--- config.mk ---
export PLATFORM = sky130hd
export DESIGN_NAME = ima_dgain_flat
export DESIGN_NICKNAME = d
export VERILOG_FILES = /design/src/rtl/ima_pkg.sv /design/src/rtl/ima_dgain_if.sv /design/src/rtl/ima_sync_fifo.sv /design/src/rtl/ima_dgain.sv /design/src/flat_wrapper.sv
export SDC_FILE = /design/constraint.sdc
export NUM_CORES = 1
export LEC_CHECK = 0
export CORE_ASPECT_RATIO = 1.5
export CORE_MARGIN = 2
export CORE_UTILIZATION = 55
export CTS_CLUSTER_DIAMETER = 100
export DETAILED_ROUTE_END_ITERATION = 8
export PLACE_DENSITY = 0.71
export RECOVER_POWER = 100
export SLEW_MARGIN = 20
export SYNTH_ARGS = -nofsm -noshare
export SYNTH_HDL_FRONTEND = slang
export SYNTH_SLANG_ARGS = --single-unit
export TNS_END_PERCENT = 20
--- constraint.sdc ---
create_clock -name clk -period 4.9 [get_ports clk]
set_input_delay 0.98 -clock clk [delete_from_list [all_inputs] [get_ports clk]]
set_output_delay 0.98 -clock clk [all_outputs]
set_load 0.01 [all_outputs]
--- src/rtl/ima_pkg.sv ---
// ----------------------------------------------------------------------------
// ima_pkg -- shared definitions for the ima_dgain digital-gain stage.
//   * gain_unity()  : gain code representing 1.0 for a given fraction width
//   * req_state_t   : pixel-request FSM state encoding
//   * round_sat()   : round-half-up, shift out fraction bits, clip to pixel max
//   * sat_flag()    : high when round_sat() had to clip
// Arithmetic helpers work on a fixed CALC_W-bit container so that one function
// serves every DATA_WIDTH/GAIN_W combination up to that width.
// ----------------------------------------------------------------------------
package ima_pkg;

   localparam int CALC_W = 48;

   typedef enum logic [1:0] {
      ST_IDLE   = 2'd0,
      ST_REQ_HI = 2'd1,
      ST_REQ_LO = 2'd2
   } req_state_t;

   function automatic int unsigned gain_unity(input int unsigned frac);
      return 32'd1 << frac;
   endfunction

   // Add half an LSB of the integer part, then drop the fraction bits.
   function automatic logic [CALC_W-1:0] round_shift(input logic [CALC_W-1:0] prod,
                                                     input int unsigned       frac);
      logic [CALC_W-1:0] r;
      if (frac == 0) begin
         r = prod;
      end else begin
         r = (prod + (CALC_W'(1) << (frac - 1))) >> frac;
      end
      return r;
   endfunction

   function automatic logic [CALC_W-1:0] pix_max(input int unsigned dw);
      return (CALC_W'(1) << dw) - CALC_W'(1);
   endfunction

   function automatic logic [CALC_W-1:0] round_sat(input logic [CALC_W-1:0] prod,
                                                   input int unsigned       frac,
                                                   input int unsigned       dw);
      logic [CALC_W-1:0] r;
      r = round_shift(prod, frac);
      if (r > pix_max(dw)) begin
         r = pix_max(dw);
      end
      return r;
   endfunction

   function automatic logic sat_flag(input logic [CALC_W-1:0] prod,
                                     input int unsigned       frac,
                                     input int unsigned       dw);
      return round_shift(prod, frac) > pix_max(dw);
   endfunction

endpackage

--- src/rtl/ima_dgain_if.sv ---
// ----------------------------------------------------------------------------
// ima_dgain_if -- output pixel stream of the digital-gain stage.
//   o_valid : pixel present on odata/o_last
//   o_ready : downstream accepts the pixel (transfer on o_valid && o_ready)
//   odata   : gained pixel
//   o_last  : pixel is the last active pixel of its line
// master = producer (ima_dgain), slave = consumer.
// ----------------------------------------------------------------------------
interface ima_dgain_if #(
   parameter int DATA_WIDTH = 8
);
   logic                  o_valid;
   logic                  o_ready;
   logic [DATA_WIDTH-1:0] odata;
   logic                  o_last;

   modport master (output o_valid, output odata, output o_last, input o_ready);
   modport slave  (input o_valid, input odata, input o_last, output o_ready);
endinterface

--- src/rtl/ima_sync_fifo.sv ---
// ----------------------------------------------------------------------------
// ima_sync_fifo -- single-clock show-ahead FIFO.
//   clk, rst_n       : clock, asynchronous active-low reset (empties the FIFO)
//   wr_en, wr_data   : push (accepted when not full, or when full with a pop)
//   rd_en            : pop the head entry (ignored when empty)
//   rd_data          : head entry, forced to zero while empty
//   empty, count     : occupancy status
// DEPTH must be a power of two so the pointers wrap naturally.
// ----------------------------------------------------------------------------
module ima_sync_fifo #(
   parameter int WIDTH = 9,
   parameter int DEPTH = 16
) (
   input  logic                     clk,
   input  logic                     rst_n,
   input  logic                     wr_en,
   input  logic [WIDTH-1:0]         wr_data,
   input  logic                     rd_en,
   output logic [WIDTH-1:0]         rd_data,
   output logic                     empty,
   output logic [$clog2(DEPTH):0]   count
);
   localparam int AW = $clog2(DEPTH);
   localparam int CW = AW + 1;

   logic [WIDTH-1:0] mem [DEPTH];
   logic [AW-1:0]    wr_ptr_reg;
   logic [AW-1:0]    rd_ptr_reg;
   logic [CW-1:0]    count_reg;
   logic             full;
   logic             push;
   logic             pop;

   assign empty = (count_reg == '0);
   assign full  = (count_reg == CW'(DEPTH));
   assign pop   = rd_en && !empty;
   // A push on a full FIFO is legal only when the head leaves on the same edge.
   assign push  = wr_en && (!full || pop);
   assign count = count_reg;

   // Zero while empty so the stale head never shows up on the output.
   assign rd_data = empty ? '0 : mem[rd_ptr_reg];

   always_ff @(posedge clk) begin
      if (push) begin
         mem[wr_ptr_reg] <= wr_data;
      end
   end

   always_ff @(posedge clk or negedge rst_n) begin
      if (!rst_n) begin
         wr_ptr_reg <= '0;
         rd_ptr_reg <= '0;
         count_reg  <= '0;
      end else begin
         if (push) begin
            wr_ptr_reg <= wr_ptr_reg + AW'(1);
         end
         if (pop) begin
            rd_ptr_reg <= rd_ptr_reg + AW'(1);
         end
         case ({push, pop})
            2'b10:   count_reg <= count_reg + CW'(1);
            2'b01:   count_reg <= count_reg - CW'(1);
            default: count_reg <= count_reg;
         endcase
      end
   end

endmodule

--- src/rtl/ima_dgain.sv ---
// ----------------------------------------------------------------------------
// ima_dgain -- digital gain stage pulling pixels from the black-level stage.
//   clk, rst_n     : clock, asynchronous active-low reset
//   blc_idle       : upstream has no pixel ready for readout
//   blc_req        : one-cycle pull pulse, one pixel per pulse
//   i_valid, idata : returned pixel
//   gain_in        : new gain code (unsigned, GAIN_FRAC fraction bits)
//   gain_load      : latch gain_in into the shadow register
//   out_if         : output stream (o_valid/o_ready/odata/o_last)
//   sat_cnt        : (IMA_DGAIN_STATS_EN only) saturated pixels in the last
//                    completed line, saturating at 255
// Build option: define IMA_DGAIN_STATS_EN to add the sat_cnt statistics.
// Pixels are only requested when the FIFO is guaranteed to have room for
// every outstanding request, so the FIFO can never overflow.
// ----------------------------------------------------------------------------
module ima_dgain
   import ima_pkg::*;
#(
   parameter int DATA_WIDTH = 8,
   parameter int READ_PIXEL = 16,
   parameter int GAIN_W     = 8,
   parameter int GAIN_FRAC  = 4,
   parameter int FIFO_DEPTH = 16
) (
   input  logic                  clk,
   input  logic                  rst_n,
   input  logic                  blc_idle,
   output logic                  blc_req,
   input  logic                  i_valid,
   input  logic [DATA_WIDTH-1:0] idata,
   input  logic [GAIN_W-1:0]     gain_in,
   input  logic                  gain_load,
   ima_dgain_if.master           out_if
`ifdef IMA_DGAIN_STATS_EN
   ,
   output logic [7:0]            sat_cnt
`endif
);
   localparam int PW   = DATA_WIDTH + GAIN_W;
   localparam int CW   = (READ_PIXEL > 1) ? $clog2(READ_PIXEL) : 1;
   localparam int IFW  = $clog2(FIFO_DEPTH) + 1;
   localparam int SUMW = IFW + 1;
   localparam logic [GAIN_W-1:0] GAIN_ONE = GAIN_W'(gain_unity(GAIN_FRAC));

   req_state_t            state_reg;
   logic [IFW-1:0]        in_flight_reg;
   logic [IFW-1:0]        in_flight_next;
   logic [IFW-1:0]        fifo_count;
   logic [SUMW-1:0]       credit_used;
   logic                  can_req;
   logic                  req_start;

   logic [CW-1:0]         pix_cnt_reg;
   logic                  pix_wrap;
   logic                  v1_reg;
   logic                  last1_reg;
   logic [PW-1:0]         prod_reg;
   logic [GAIN_W-1:0]     gain_shadow_reg;
   logic [GAIN_W-1:0]     gain_act_reg;
   logic                  gain_copy;

   logic                  fifo_wr;
   logic [DATA_WIDTH:0]   fifo_wdata;
   logic [DATA_WIDTH:0]   fifo_rdata;
   logic                  fifo_empty;
   logic                  fifo_rd;

   // ---------------- request FSM and credit ----------------
   assign credit_used = SUMW'(fifo_count) + SUMW'(in_flight_reg);
   assign can_req     = !blc_idle && (credit_used < SUMW'(FIFO_DEPTH));
   assign req_start   = (state_reg == ST_IDLE) && can_req;

   always_ff @(posedge clk or negedge rst_n) begin
      if (!rst_n) begin
         state_reg <= ST_IDLE;
         blc_req   <= 1'b0;
      end else begin
         case (state_reg)
            ST_IDLE: begin
               if (can_req) begin
                  state_reg <= ST_REQ_HI;
                  blc_req   <= 1'b1;
               end
            end
            ST_REQ_HI: begin
               state_reg <= ST_REQ_LO;
               blc_req   <= 1'b0;
            end
            ST_REQ_LO: begin
               state_reg <= ST_IDLE;
            end
            default: begin
               state_reg <= ST_IDLE;
               blc_req   <= 1'b0;
            end
         endcase
      end
   end

   // A write with nothing outstanding can only come from an unrequested pixel;
   // clamping at zero keeps the credit from wrapping and stalling requests.
   always_comb begin
      logic dec;
      dec            = fifo_wr && (in_flight_reg != '0);
      in_flight_next = in_flight_reg;
      if (req_start && !dec) begin
         in_flight_next = in_flight_reg + IFW'(1);
      end else if (!req_start && dec) begin
         in_flight_next = in_flight_reg - IFW'(1);
      end
   end

   always_ff @(posedge clk or negedge rst_n) begin
      if (!rst_n) begin
         in_flight_reg <= '0;
      end else begin
         in_flight_reg <= in_flight_next;
      end
   end

   // ---------------- line counter and gain registers ----------------
   assign pix_wrap = (pix_cnt_reg == CW'(READ_PIXEL - 1));
   // The active gain only changes between lines: at the line wrap, or while
   // sitting at the line start with nothing entering or inside the multiplier.
   assign gain_copy = (i_valid && pix_wrap) ||
                      ((pix_cnt_reg == '0) && !i_valid && !v1_reg);

   always_ff @(posedge clk or negedge rst_n) begin
      if (!rst_n) begin
         gain_shadow_reg <= GAIN_ONE;
         gain_act_reg    <= GAIN_ONE;
      end else begin
         if (gain_load) begin
            gain_shadow_reg <= gain_in;
         end
         if (gain_copy) begin
            gain_act_reg <= gain_shadow_reg;
         end
      end
   end

   // ---------------- stage 1: multiply ----------------
   always_ff @(posedge clk or negedge rst_n) begin
      if (!rst_n) begin
         pix_cnt_reg <= '0;
         v1_reg      <= 1'b0;
         last1_reg   <= 1'b0;
         prod_reg    <= '0;
      end else begin
         v1_reg <= i_valid;
         if (i_valid) begin
            prod_reg    <= PW'(idata) * PW'(gain_act_reg);
            last1_reg   <= pix_wrap;
            pix_cnt_reg <= pix_wrap ? '0 : pix_cnt_reg + CW'(1);
         end
      end
   end

   // ---------------- stage 2: round/saturate into the FIFO ----------------
   assign fifo_wr    = v1_reg;
   assign fifo_wdata = {last1_reg,
                        DATA_WIDTH'(round_sat(CALC_W'(prod_reg), GAIN_FRAC, DATA_WIDTH))};
   assign fifo_rd    = !fifo_empty && out_if.o_ready;

   ima_sync_fifo #(
      .WIDTH (DATA_WIDTH + 1),
      .DEPTH (FIFO_DEPTH)
   ) u_fifo (
      .clk     (clk),
      .rst_n   (rst_n),
      .wr_en   (fifo_wr),
      .wr_data (fifo_wdata),
      .rd_en   (fifo_rd),
      .rd_data (fifo_rdata),
      .empty   (fifo_empty),
      .count   (fifo_count)
   );

   assign out_if.o_valid = !fifo_empty;
   assign out_if.odata   = fifo_rdata[DATA_WIDTH-1:0];
   assign out_if.o_last  = fifo_rdata[DATA_WIDTH];

`ifdef IMA_DGAIN_STATS_EN
   // ---------------- per-line saturation statistics ----------------
   logic       pix_sat;
   logic [7:0] sat_acc_reg;
   logic [7:0] sat_acc_next;

   assign pix_sat      = sat_flag(CALC_W'(prod_reg), GAIN_FRAC, DATA_WIDTH);
   assign sat_acc_next = (pix_sat && (sat_acc_reg != 8'hFF)) ? sat_acc_reg + 8'd1
                                                             : sat_acc_reg;

   always_ff @(posedge clk or negedge rst_n) begin
      if (!rst_n) begin
         sat_acc_reg <= '0;
         sat_cnt     <= '0;
      end else if (fifo_wr) begin
         if (last1_reg) begin
            sat_cnt     <= sat_acc_next;
            sat_acc_reg <= '0;
         end else begin
            sat_acc_reg <= sat_acc_next;
         end
      end
   end
`endif

endmodule

--- src/flat_wrapper.sv ---
// flat-port wrapper written by rule: the top's interface ports become plain ports
module ima_dgain_flat import ima_pkg::*;
#(
   parameter int DATA_WIDTH = 8,
   parameter int READ_PIXEL = 16,
   parameter int GAIN_W     = 8,
   parameter int GAIN_FRAC  = 4,
   parameter int FIFO_DEPTH = 16
)
  (clk, rst_n, blc_idle, blc_req, i_valid, idata, gain_in, gain_load, out_if_o_valid, out_if_odata, out_if_o_last, out_if_o_ready);
  ima_dgain_if #(.DATA_WIDTH(DATA_WIDTH)) out_if_i ();
  input  logic clk;
  input  logic rst_n;
  input  logic blc_idle;
  output logic blc_req;
  input  logic i_valid;
  input  logic [DATA_WIDTH-1:0] idata;
  input  logic [GAIN_W-1:0] gain_in;
  input  logic gain_load;
  output wire logic [$bits(out_if_i.o_valid)-1:0] out_if_o_valid;
  output wire logic [$bits(out_if_i.odata)-1:0] out_if_odata;
  output wire logic [$bits(out_if_i.o_last)-1:0] out_if_o_last;
  input wire logic [$bits(out_if_i.o_ready)-1:0] out_if_o_ready;
  assign out_if_o_valid = out_if_i.o_valid;
  assign out_if_odata = out_if_i.odata;
  assign out_if_o_last = out_if_i.o_last;
  assign out_if_i.o_ready = out_if_o_ready;
  ima_dgain #(.DATA_WIDTH(DATA_WIDTH), .READ_PIXEL(READ_PIXEL), .GAIN_W(GAIN_W), .GAIN_FRAC(GAIN_FRAC), .FIFO_DEPTH(FIFO_DEPTH)) u_core (.clk(clk), .rst_n(rst_n), .blc_idle(blc_idle), .blc_req(blc_req), .i_valid(i_valid), .idata(idata), .gain_in(gain_in), .gain_load(gain_load), .out_if(out_if_i));
endmodule
==> results of run 1 <==
==> worst min path at each step <==
| stage | from | to | slack (ns) | cells after the start |
|---|---|---|---|---|
| CTS | u_core.state_reg[1] | u_core.state_reg[1] | 0.42 | 1 |
| finish | u_core.state_reg[1] | u_core.state_reg[1] | 0.42 | 1 |
| detailed placement | u_core.state_reg[1] | u_core.state_reg[1] | 0.41 | 1 |
| global placement | u_core.state_reg[1] | u_core.state_reg[1] | 0.41 | 1 |
| floorplan | u_core.state_reg[1] | u_core.state_reg[1] | 0.40 | 1 |
| global route | u_core.state_reg[1] | u_core.state_reg[1] | 0.45 | 1 |
==> where the power goes <==
| part | leakage [nW] | internal, W | switching [W] |
|---|---|---|---|
| sequential | 1.94 | 0.00237 | 0.000341 |
| clock | 0.289 | 0.000734 | 0.000669 |
| combinational | 2.41 | 0.00236 | 0.00245 |
==> worst max-delay path, cell delays in order <==
cell and delay, ns:
sky130_fd_sc_hd__clkdlybuf4s50_1 0.46, sky130_fd_sc_hd__and2_1 0.19, sky130_fd_sc_hd__fa_1 0.47, sky130_fd_sc_hd__inv_1 0.05, sky130_fd_sc_hd__fa_1 0.48, sky130_fd_sc_hd__inv_1 0.06, sky130_fd_sc_hd__fa_1 0.53, sky130_fd_sc_hd__inv_1 0.05
sky130_fd_sc_hd__fa_1 0.52, sky130_fd_sc_hd__inv_1 0.06, sky130_fd_sc_hd__ha_4 0.27, sky130_fd_sc_hd__o211ai_1 0.09, sky130_fd_sc_hd__o211ai_1 0.28, sky130_fd_sc_hd__a31oi_1 0.15, sky130_fd_sc_hd__xnor2_1 0.14, sky130_fd_sc_hd__mux2_2 0.27
==> cells in the final DEF, fill, tap and decap left out, drive strengths merged, types with 3 or more instances in the layout <==
| cell type | netlist | layout |
|---|---|---|
| ha | 53 | 53 |
| nand2 | 49 | 49 |
| nand3 | 4 | 4 |
| and4 | 3 | 3 |
| nor2b | 4 | 4 |
| mux2 | 30 | 30 |
| and3 | 6 | 6 |
| buf | 9 | 24 |
| inv | 66 | 70 |
| o211ai | 3 | 3 |
| dlygate4sd3 | 0 | 12 |
| clkinv | 0 | 7 |
| fa | 38 | 38 |
| a31oi | 4 | 4 |
| mux2i | 20 | 20 |
| nand2b | 7 | 7 |
| xor2 | 8 | 8 |
| and2 | 56 | 56 |
| a21o | 9 | 9 |
| a21oi | 18 | 18 |
| nor2 | 11 | 11 |
| clkbuf | 12 | 26 |
| dlymetal6s2s | 0 | 4 |
| dfrtp | 54 | 54 |
| or4 | 3 | 3 |
| edfxtp | 144 | 144 |
| o22ai | 9 | 9 |
| xnor2 | 22 | 22 |
| mux4 | 36 | 36 |
| o21ai | 13 | 13 |
| clkdlybuf4s50 | 0 | 15 |
==> logic make-up after synthesis <==
| family | Yosys count | share of synthesized area (%) |
|---|---|---|
| AO/OA/AOI/OAI | 72 | 4.615 |
| adder cells (fa/ha/maj) | 91 | 13.67 |
| XOR/XNOR | 30 | 2.523 |
| buffers and inverters | 87 | 3.244 |
| AND/OR/NAND/NOR | 152 | 7.907 |
| multiplexers | 86 | 13.03 |
| flip-flops | 200 | 55.01 |
==> what timing repair did <==
item                       in CTS  in global routing
resized for setup               2                 11
setup endpoints to repair       3                  5
hold endpoints to repair        0                  0
setup buffers                   1                  1
hold buffers                    0                  0
pin swaps                       1                  8
==> through the flow <==
| step | hold slack [ns] | cells | util [%] | setup TNS [ns] | power (W) |
|---|---|---|---|---|---|
| floorplan | 0.3963 | 718 | - | 0 | 0.005972 |
| global placement | 0.4091 | 1010 | 60.30 | -2.189 | 0.007305 |
| detailed placement | 0.4126 | 1010 | 60.30 | -3.224 | 0.007503 |
| CTS | 0.4228 | 1043 | 63.68 | 0 | 0.008988 |
| global route | 0.4513 | 1044 | 63.60 | -0.02022 | 0.009710 |
| finish | 0.4239 | 1044 | 63.60 | 0 | 0.008929 |
==> final cells by class <==
class                           count  area, um^2
Fill cell                        1357        6750
Sequential cell                   200        5729
Multi-Input combinational cell    431        4354
Timing Repair Buffer               63       539.3
Clock buffer                       18       429.2
Tap cell                          252       315.3
Inverter                           66       247.7
Clock inverter                     14       181.4
==> metal layers <==
| layer | vias up | global-route usage [%] | share of wire [%] |
|---|---|---|---|
| li1 | 2717 | - | - |
| met1 | 2968 | 22.67 | 37 |
| met3 | 38 | 3.559 | 2.4 |
| met2 | 96 | 40.24 | 58 |
| met5 | - | 0 | 0 |
| met4 | 0 | 7.143 | 2.5 |
==> report_table.html, run 1 <==
<table>
<tr><th>Metric</th><th>Value</th></tr>
<tr><th colspan="2">Status</th></tr>
<tr><td>Outcome</td><td>complete, but fails checks</td></tr>
<tr><td>Failing checks</td><td>capacitance limit, slew limit</td></tr>
<tr><th colspan="2">Synthesis</th></tr>
<tr><td>Top FF cell, synth</td><td>sky130_fd_sc_hd__edfxtp_1</td></tr>
<tr><td>Total standard cell area after synthesis</td><td>0.01041 mm^2</td></tr>
<tr><td>Synth warnings</td><td>0</td></tr>
<tr><td>Library cell with the largest summed area after synthesis</td><td>sky130_fd_sc_hd__edfxtp_1</td></tr>
<tr><td>Share of the yosys chip area belonging to registers</td><td>55.01%</td></tr>
<tr><td>Count of distinct cell types in the synthesized netlist</td><td>56</td></tr>
<tr><td>Net count after synthesis</td><td>831</td></tr>
<tr><td>Post-synthesis sequential element count</td><td>200</td></tr>
<tr><td>Number of instances in the synthesized netlist</td><td>718</td></tr>
<tr><td>Cell types with the largest area share after synthesis</td><td>sky130_fd_sc_hd__edfxtp_1, sky130_fd_sc_hd__dfrtp_1, sky130_fd_sc_hd__mux4_2</td></tr>
<tr><td>Fraction of synthesized cell area taken by the top area cell type</td><td>41.53%</td></tr>
<tr><td>Post-synth EDFFs</td><td>144</td></tr>
<tr><td>Avg Cell Area, Syn</td><td>14.50 um^2</td></tr>
<tr><td>Most common cell in the netlist</td><td>sky130_fd_sc_hd__edfxtp_1</td></tr>
<tr><td>Ranking of synthesized cells by instance count</td><td>sky130_fd_sc_hd__edfxtp_1, sky130_fd_sc_hd__inv_1, sky130_fd_sc_hd__and2_1</td></tr>
<tr><td>Async set-reset flop share out of synthesis</td><td>28.00%</td></tr>
<tr><th colspan="2">Floorplanning</th></tr>
<tr><td>Ports</td><td>33</td></tr>
<tr><td>Floorplan Core Area</td><td>0.01855 mm^2</td></tr>
<tr><td>Die Area</td><td>0.02007 mm^2</td></tr>
<tr><td>Die Ht</td><td>172.5 um</td></tr>
<tr><td>Row cnt</td><td>61</td></tr>
<tr><td>Starting utilization of the core area</td><td>56.14%</td></tr>
<tr><td>Die width</td><td>116.3 um</td></tr>
<tr><th colspan="2">Cells and area</th></tr>
<tr><td>Max reg flops</td><td>144</td></tr>
<tr><td>Ratio of cells with drive above 1 in the final layout</td><td>17.05%</td></tr>
<tr><td>Growth of design area from synthesis to finish</td><td>13.29%</td></tr>
<tr><td>Number of antenna cells inserted</td><td>0</td></tr>
<tr><td>Final instance area</td><td>0.01180 mm^2</td></tr>
<tr><td>Post-layout nets</td><td>892</td></tr>
<tr><th colspan="2">Detailed routing</th></tr>
<tr><td>Antenna Nets Post-Route</td><td>0</td></tr>
<tr><td>Number of vias per cell after detailed routing</td><td>5.574</td></tr>
<tr><td>Wire length after detailed routing</td><td>19.46 mm</td></tr>
<tr><td>Average wire per standard cell</td><td>18.64 um</td></tr>
<tr><td>1st-pass router iterations</td><td>4</td></tr>
<tr><td>Detailed Route Iter0 Violations</td><td>291</td></tr>
<tr><td>Via count of the routed design</td><td>5819</td></tr>
<tr><td>DRC</td><td>0</td></tr>
<tr><th colspan="2">Hold path</th></tr>
<tr><td>Hold crit path type</td><td>register to register</td></tr>
<tr><th colspan="2">Place</th></tr>
<tr><td>Placement-stage cell area</td><td>0.01118 mm^2</td></tr>
<tr><td>Number of buffers inserted by port buffering</td><td>32</td></tr>
<tr><td>Global placer's final weighted congestion</td><td>0.9180</td></tr>
<tr><td>Total half-perimeter wirelength after legalization and detailed placement</td><td>14.43 mm</td></tr>
<tr><td>Pre-CTS setup slack</td><td>-0.5379 ns</td></tr>
<tr><th colspan="2">Setup path</th></tr>
<tr><td>Minimum setup slack among reg-to-reg paths</td><td>0.58 ns</td></tr>
<tr><td>Setup crit start</td><td>idata[5]</td></tr>
<tr><td>Worst Path Max Fanout</td><td>4</td></tr>
<tr><td>Worst r2r dst</td><td>u_core.prod_reg[14]</td></tr>
<tr><td>Capture point of the worst path</td><td>u_core.prod_reg[14]</td></tr>
<tr><td>Required time of the worst setup path</td><td>5.22 ns</td></tr>
<tr><td>Crit Path Class</td><td>input pin to register</td></tr>
<tr><td>Startpoint of the worst register-to-register path</td><td>u_core.gain_act_reg[7]</td></tr>
<tr><td>Arrival time of data at the critical path endpoint</td><td>5.07 ns</td></tr>
<tr><td>Logic depth of the worst register-to-register path</td><td>14</td></tr>
<tr><td>Type of element launching the critical path</td><td>input pin</td></tr>
<tr><td>CP endpoint kind</td><td>register</td></tr>
<tr><th colspan="2">Clock network</th></tr>
<tr><td>Clock buffer count from CTS</td><td>17</td></tr>
<tr><td>Maximum buffer depth of the clock tree</td><td>2</td></tr>
<tr><td>CTS H-Tree Depth</td><td>4</td></tr>
<tr><td>Clock-pin slew reported for the worst setup and hold paths after clock tree synthesis</td><td>0.08 ns</td></tr>
<tr><td>Clk sink count</td><td>200</td></tr>
<tr><td>Root Buffer</td><td>sky130_fd_sc_hd__clkbuf_16</td></tr>
<tr><td>Insertion delay to the later sink of the worst-skew pair</td><td>0.44 ns</td></tr>
<tr><td>Clock tree from TritonCTS</td><td>yes</td></tr>
<tr><th colspan="2">Global routing</th></tr>
<tr><td>Vias in the first global route</td><td>6340</td></tr>
<tr><td>Residual overflow from global routing</td><td>0</td></tr>
<tr><td>Antenna violations before repair</td><td>0</td></tr>
<tr><td>Pin count of the biggest net entering global routing</td><td>57</td></tr>
<tr><td>First-pass GRT wire length</td><td>31.87 mm</td></tr>
<tr><td>GRT Util Overall</td><td>21.05%</td></tr>
<tr><th colspan="2">STA</th></tr>
<tr><td>Slew headroom</td><td>-100.6%</td></tr>
<tr><td>Final setup violation count</td><td>0</td></tr>
<tr><td>Pins Over Slew Limit</td><td>57</td></tr>
<tr><td>Post-route minimum period</td><td>4.756 ns</td></tr>
<tr><td>Share of the clock period used by the worst path after layout</td><td>97.07%</td></tr>
<tr><td>Fmax</td><td>210.2 MHz</td></tr>
<tr><td>Worst-margin pin slew</td><td>3.008 ns</td></tr>
<tr><td>Worst clock skew on the final layout</td><td>0.01022 ns</td></tr>
<tr><td>Endpoints failing hold</td><td>0</td></tr>
<tr><td>Post-layout worst setup margin</td><td>0.1437 ns</td></tr>
<tr><th colspan="2">Job</th></tr>
<tr><td>Number of maximum-capacitance constraint violations</td><td>1</td></tr>
<tr><th colspan="2">Pwr</th></tr>
<tr><td>Maximum resistive drop on vdd</td><td>0.5499 mV</td></tr>
<tr><td>Cell leakage power</td><td>4.631 nW</td></tr>
<tr><td>PwrDens</td><td>756.9 mW/mm^2</td></tr>
</table>
Power figures use the tool's default switching activity.
==> run 2: changes to the inputs <==
--- a/config.mk
+++ b/config.mk
@@ -17,2 +17,3 @@
 export SYNTH_HDL_FRONTEND = slang
+export SYNTH_HIERARCHICAL = 1
 export SYNTH_SLANG_ARGS = --single-unit
--- a/constraint.sdc
+++ b/constraint.sdc
@@ -3,2 +3,2 @@
 set_output_delay 0.98 -clock clk [all_outputs]
-set_load 0.01 [all_outputs]
+set_load 0.1 [all_outputs]
==> run 2 against run 1 <==
The flow still finishes with violations (capacitance limit, slew limit). First-iteration DRC count increased by 20%. Flip-flop and latch count unchanged. Cell area increased by 1.1%. Largest cell class unchanged.
==> report_table.html, run 2 <==
<table>
<tr><th>Metric</th><th>Value</th></tr>
<tr><th colspan="2">Synthesis</th></tr>
<tr><td>Avg Cell Area, Syn</td><td>14.32 um^2 (was 14.50 um^2)</td></tr>
<tr><td>Top FF cell, synth</td><td>sky130_fd_sc_hd__edfxtp_1 (unchanged)</td></tr>
<tr><td>Post-synth EDFFs</td><td>144 (unchanged)</td></tr>
<tr><td>Post-synthesis sequential element count</td><td>200 (unchanged)</td></tr>
<tr><td>Async set-reset flop share out of synthesis</td><td>28.00% (unchanged)</td></tr>
<tr><td>Library cell with the largest summed area after synthesis</td><td>sky130_fd_sc_hd__edfxtp_1 (unchanged)</td></tr>
<tr><td>Ranking of synthesized cells by instance count</td><td>sky130_fd_sc_hd__edfxtp_1, sky130_fd_sc_hd__inv_1, sky130_fd_sc_hd__and2_1, sky130_fd_sc_hd__dfrtp_1, sky130_fd_sc_hd__ha_1 (was sky130_fd_sc_hd__edfxtp_1, sky130_fd_sc_hd__inv_1, sky130_fd_sc_hd__and2_1)</td></tr>
<tr><td>Synth warnings</td><td>6 (was 0)</td></tr>
<tr><td>Most common cell in the netlist</td><td>sky130_fd_sc_hd__edfxtp_1 (unchanged)</td></tr>
<tr><td>Net count after synthesis</td><td>853 (was 831)</td></tr>
<tr><td>Fraction of synthesized cell area taken by the top area cell type</td><td>40.80% (was 41.53%)</td></tr>
<tr><td>Number of instances in the synthesized netlist</td><td>740 (was 718)</td></tr>
<tr><td>Share of the yosys chip area belonging to registers</td><td>54.04% (was 55.01%)</td></tr>
<tr><td>Count of distinct cell types in the synthesized netlist</td><td>62 (was 56)</td></tr>
<tr><td>Cell types with the largest area share after synthesis</td><td>sky130_fd_sc_hd__edfxtp_1, sky130_fd_sc_hd__dfrtp_1, sky130_fd_sc_hd__mux4_2 (unchanged)</td></tr>
<tr><td>Total standard cell area after synthesis</td><td>0.01060 mm^2 (was 0.01041 mm^2)</td></tr>
<tr><th colspan="2">Floorplanning</th></tr>
<tr><td>Die Area</td><td>0.02042 mm^2 (was 0.02007 mm^2)</td></tr>
<tr><td>Row cnt</td><td>62 (was 61)</td></tr>
<tr><td>Die Ht</td><td>174.0 um (was 172.5 um)</td></tr>
<tr><td>Ports</td><td>33 (unchanged)</td></tr>
<tr><td>Floorplan Core Area</td><td>0.01901 mm^2 (was 0.01855 mm^2)</td></tr>
<tr><td>Starting utilization of the core area</td><td>55.77% (was 56.14%)</td></tr>
<tr><td>Die width</td><td>117.3 um (was 116.3 um)</td></tr>
<tr><th colspan="2">Status</th></tr>
<tr><td>Outcome</td><td>complete, but fails checks (unchanged)</td></tr>
<tr><td>Failing checks</td><td>capacitance limit, slew limit (unchanged)</td></tr>
<tr><th colspan="2">Setup path</th></tr>
<tr><td>Slowest cell delay on critical path</td><td>0.54 ns (was 0.53 ns)</td></tr>
<tr><td>CP endpoint kind</td><td>register (unchanged)</td></tr>
<tr><td>Crit Path Class</td><td>input pin to register (unchanged)</td></tr>
<tr><td>Arrival time of data at the critical path endpoint</td><td>5.11 ns (was 5.07 ns)</td></tr>
<tr><td>Cells along the critical path</td><td>clkdlybuf4s50_1 -&gt; clkbuf_1 -&gt; nand2_1 -&gt; fa_1 -&gt; fa_1 -&gt; inv_1 -&gt; ha_1 -&gt; inv_1 -&gt; fa_1 -&gt; inv_1 -&gt; ha_1 -&gt; a211oi_1 -&gt; buf_4 -&gt; o211ai_1 -&gt; a31oi_1 -&gt; xnor2_1 -&gt; mux2_2 (was clkdlybuf4s50_1 -&gt; and2_1 -&gt; fa_1 -&gt; inv_1 -&gt; fa_1 -&gt; inv_1 -&gt; fa_1 -&gt; inv_1 -&gt; fa_1 -&gt; inv_1 -&gt; ha_4 -&gt; o211ai_1 -&gt; o211ai_1 -&gt; a31oi_1 -&gt; xnor2_1 -&gt; mux2_2)</td></tr>
<tr><td>CP Buf/Inv Count</td><td>6 (was 5)</td></tr>
<tr><td>Required time of the worst setup path</td><td>5.22 ns (about the same)</td></tr>
<tr><td>Family with the most delay on the worst path</td><td>adder cells (unchanged)</td></tr>
<tr><td>Worst Path Max Fanout</td><td>6 (was 4)</td></tr>
<tr><td>Slowest stage cell on the critical path</td><td>sky130_fd_sc_hd__fa_1 (unchanged)</td></tr>
<tr><td>Type of element launching the critical path</td><td>input pin (unchanged)</td></tr>
<tr><th colspan="2">STA</th></tr>
<tr><td>Final worst hold slack</td><td>0.4193 ns (was 0.4239 ns)</td></tr>
<tr><td>Share of the clock period used by the worst path after layout</td><td>97.86% (was 97.07%)</td></tr>
<tr><td>Setup tns final</td><td>0 ns (unchanged)</td></tr>
<tr><td>Fmax</td><td>208.6 MHz (was 210.2 MHz)</td></tr>
<tr><td>Worst clock skew on the final layout</td><td>0.01441 ns (was 0.01022 ns)</td></tr>
<tr><td>Slew headroom</td><td>-70.89% (was -100.6%)</td></tr>
<tr><td>Post-layout worst setup margin</td><td>0.1050 ns (was 0.1437 ns)</td></tr>
<tr><td>Final setup violation count</td><td>0 (unchanged)</td></tr>
<tr><td>Endpoints failing hold</td><td>0 (unchanged)</td></tr>
<tr><td>Pins Over Slew Limit</td><td>75 (was 57)</td></tr>
<tr><td>Worst-margin pin slew</td><td>2.563 ns (was 3.008 ns)</td></tr>
<tr><td>Post-route minimum period</td><td>4.795 ns (was 4.756 ns)</td></tr>
<tr><th colspan="2">Cells and area</th></tr>
<tr><td>Commonest non-fill, non-tap cell in the layout</td><td>sky130_fd_sc_hd__edfxtp_1 (unchanged)</td></tr>
<tr><td>Post-layout nets</td><td>920 (was 892)</td></tr>
<tr><td>Ratio of cells with drive above 1 in the final layout</td><td>17.80% (was 17.05%)</td></tr>
<tr><td>Filler Cell Count</td><td>1459 (was 1357)</td></tr>
<tr><td>Growth of design area from synthesis to finish</td><td>12.52% (was 13.29%)</td></tr>
<tr><td>Max reg flops</td><td>144 (unchanged)</td></tr>
<tr><td>Number of antenna cells inserted</td><td>0 (unchanged)</td></tr>
<tr><td>Commonest non-fill, non-tap cells in the layout</td><td>sky130_fd_sc_hd__edfxtp_1, sky130_fd_sc_hd__inv_1, sky130_fd_sc_hd__dfrtp_1, sky130_fd_sc_hd__ha_1, sky130_fd_sc_hd__nand2_1 (unchanged)</td></tr>
<tr><th colspan="2">Detailed routing</th></tr>
<tr><td>Detailed Route Iter0 Violations</td><td>348 (was 291)</td></tr>
<tr><td>Wire length after detailed routing</td><td>20.16 mm (was 19.46 mm)</td></tr>
<tr><td>DRC</td><td>0 (unchanged)</td></tr>
<tr><td>Via count of the routed design</td><td>6078 (was 5819)</td></tr>
<tr><td>Antenna Nets Post-Route</td><td>0 (unchanged)</td></tr>
<tr><td>Number of vias per cell after detailed routing</td><td>5.649 (was 5.574)</td></tr>
<tr><td>Average wire per standard cell</td><td>18.73 um (was 18.64 um)</td></tr>
<tr><td>1st-pass router iterations</td><td>4 (unchanged)</td></tr>
<tr><th colspan="2">Job</th></tr>
<tr><td>Number of maximum-capacitance constraint violations</td><td>3 (was 1)</td></tr>
<tr><th colspan="2">Clock network</th></tr>
<tr><td>CTS H-Tree Depth</td><td>4 (unchanged)</td></tr>
<tr><td>Clock-pin slew reported for the worst setup and hold paths after clock tree synthesis</td><td>0.08 ns (about the same)</td></tr>
<tr><td>Clock buffer count from CTS</td><td>17 (unchanged)</td></tr>
<tr><td>Insertion delay to the later sink of the worst-skew pair</td><td>0.44 ns (about the same)</td></tr>
<tr><td>Root Buffer</td><td>sky130_fd_sc_hd__clkbuf_16 (unchanged)</td></tr>
<tr><td>Clock tree from TritonCTS</td><td>yes (unchanged)</td></tr>
<tr><td>Clk sink count</td><td>200 (unchanged)</td></tr>
<tr><td>Maximum buffer depth of the clock tree</td><td>2 (unchanged)</td></tr>
<tr><th colspan="2">Global routing</th></tr>
<tr><td>Vias in the first global route</td><td>6495 (was 6340)</td></tr>
<tr><td>Residual overflow from global routing</td><td>0 (unchanged)</td></tr>
<tr><td>Pin count of the biggest net entering global routing</td><td>49 (was 57)</td></tr>
<tr><td>Most utilized layer in the global route result</td><td>met2 (unchanged)</td></tr>
<tr><td>GR met1 Demand/Resource</td><td>21.40% (was 22.67%)</td></tr>
<tr><td>Antenna violations before repair</td><td>0 (unchanged)</td></tr>
<tr><td>GRT met3 Usage</td><td>3.150% (was 3.559%)</td></tr>
<tr><td>First-pass GRT wire length</td><td>32.86 mm (was 31.87 mm)</td></tr>
<tr><td>GRT Util Overall</td><td>20.63% (was 21.05%)</td></tr>
<tr><td>Met2 Resource Use GR</td><td>41.28% (was 40.24%)</td></tr>
<tr><th colspan="2">Place</th></tr>
<tr><td>Number of buffers inserted by port buffering</td><td>32 (unchanged)</td></tr>
<tr><td>Global placer's final weighted congestion</td><td>0.8613 (was 0.9180)</td></tr>
<tr><td>Pre-CTS setup slack</td><td>-0.4282 ns (was -0.5379 ns)</td></tr>
<tr><td>Total half-perimeter wirelength after legalization and detailed placement</td><td>14.96 mm (was 14.43 mm)</td></tr>
<tr><th colspan="2">Hold path</th></tr>
<tr><td>Hold crit path type</td><td>register to register (unchanged)</td></tr>
</table>
-- run 2: changes by cell type after synthesis, moves of 6 or more --
cell	previous run	this run
sky130_fd_sc_hd__a211oi_1	1	19
sky130_fd_sc_hd__o22ai_1	9	0
sky130_fd_sc_hd__mux2i_1	20	12
sky130_fd_sc_hd__nor2b_1	4	12
sky130_fd_sc_hd__mux2_2	28	17
sky130_fd_sc_hd__mux2_4	2	8
-- run 2: final cells by class --
class                   instances  area (um^2)  area share, %
flip-flops and latches        200         5729          48.04
clock buffers                  17        425.4          3.567
clock inverters                15        168.9          1.416
multi-input cells             449         4506          37.78
inverters                      71        266.5          2.235
repair buffers                 68        510.5          4.280
well taps                     256        320.3          2.686
-- run 2: final timing paths --
check	slack (ns)	cells past startpoint	to	start
max	0.10	17	u_core/prod_reg[14]	idata[0]
min	0.42	1	u_core/state_reg[1]	u_core/state_reg[1]
max reg2reg	0.61	13	u_core/prod_reg[14]	u_core/gain_act_reg[4]
min reg2reg	0.42	1	u_core/state_reg[1]	u_core/state_reg[1]
max in group asynchronous	1.49	2	u_core/u_fifo/rd_ptr_reg[0]	rst_n
min in group asynchronous	0.46	1	u_core/gain_act_reg[6]	rst_n
-- run 2: timing repair --
| item | CTS | global route |
|---|---|---|
| gates resized for setup | 0 | 8 |
| hold endpoints to repair | 0 | 0 |
| buffers inserted | 0 | 2 |
| endpoints found under the setup margin | 0 | 5 |
| hold buffers | 0 | 0 |
-- run 2: per-layer routing --
| metal | share of wire (%) | up-vias |
|---|---|---|
| met2 | 58 | 107 |
| met1 | 37 | 3109 |
| met5 | 0 | - |
| li1 | - | 2824 |
| met4 | 2.3 | 0 |
| met3 | 2.3 | 38 |
-- run 2: worst reg2reg max path: stages (launching register included) --
cell                       delay [ns]
sky130_fd_sc_hd__dfstp_2         0.66
sky130_fd_sc_hd__and2_1          0.20
sky130_fd_sc_hd__fa_1            0.44
sky130_fd_sc_hd__fa_1            0.48
sky130_fd_sc_hd__fa_1            0.54
sky130_fd_sc_hd__inv_1           0.05
sky130_fd_sc_hd__fa_1            0.53
sky130_fd_sc_hd__inv_1           0.07
sky130_fd_sc_hd__ha_4            0.26
sky130_fd_sc_hd__a21oi_2         0.19
sky130_fd_sc_hd__o211ai_1        0.16
sky130_fd_sc_hd__a31oi_1         0.25
sky130_fd_sc_hd__xnor2_1         0.08
sky130_fd_sc_hd__mux2_2          0.26
-- run 2: per-stage QoR --
step / utilization, % / instances / cell area, um^2
2_1_floorplan: - / 740 / 10600
4_1_cts: 62.99 / 1074 / 11970
6_report: 62.75 / 1076 / 11930
5_1_grt: 62.75 / 1076 / 11930
3_3_place_gp: 59.86 / 1042 / 11380
3_5_place_dp: 59.86 / 1042 / 11380
-- run 2: logic make-up (layout without fill, tap and decap cells) --
| group | after synthesis | count (layout) | share of synthesized area [%] |
|---|---|---|---|
| muxes | 76 | 76 | 12.04 |
| and+or+nand+nor | 166 | 166 | 8.818 |
| adders and majority gates | 91 | 91 | 13.43 |
| DFF | 200 | 200 | 54.04 |
| buffers and inverters | 91 | 171 | 3.388 |
| AOI/OAI and AO/OA | 86 | 86 | 5.797 |
| xor gates and xnor gates | 30 | 30 | 2.479 |
Power of run 2 is left out: the tool's default activity adds up to more than one toggle a clock period on the data nets, which glitch-free logic cannot reach.
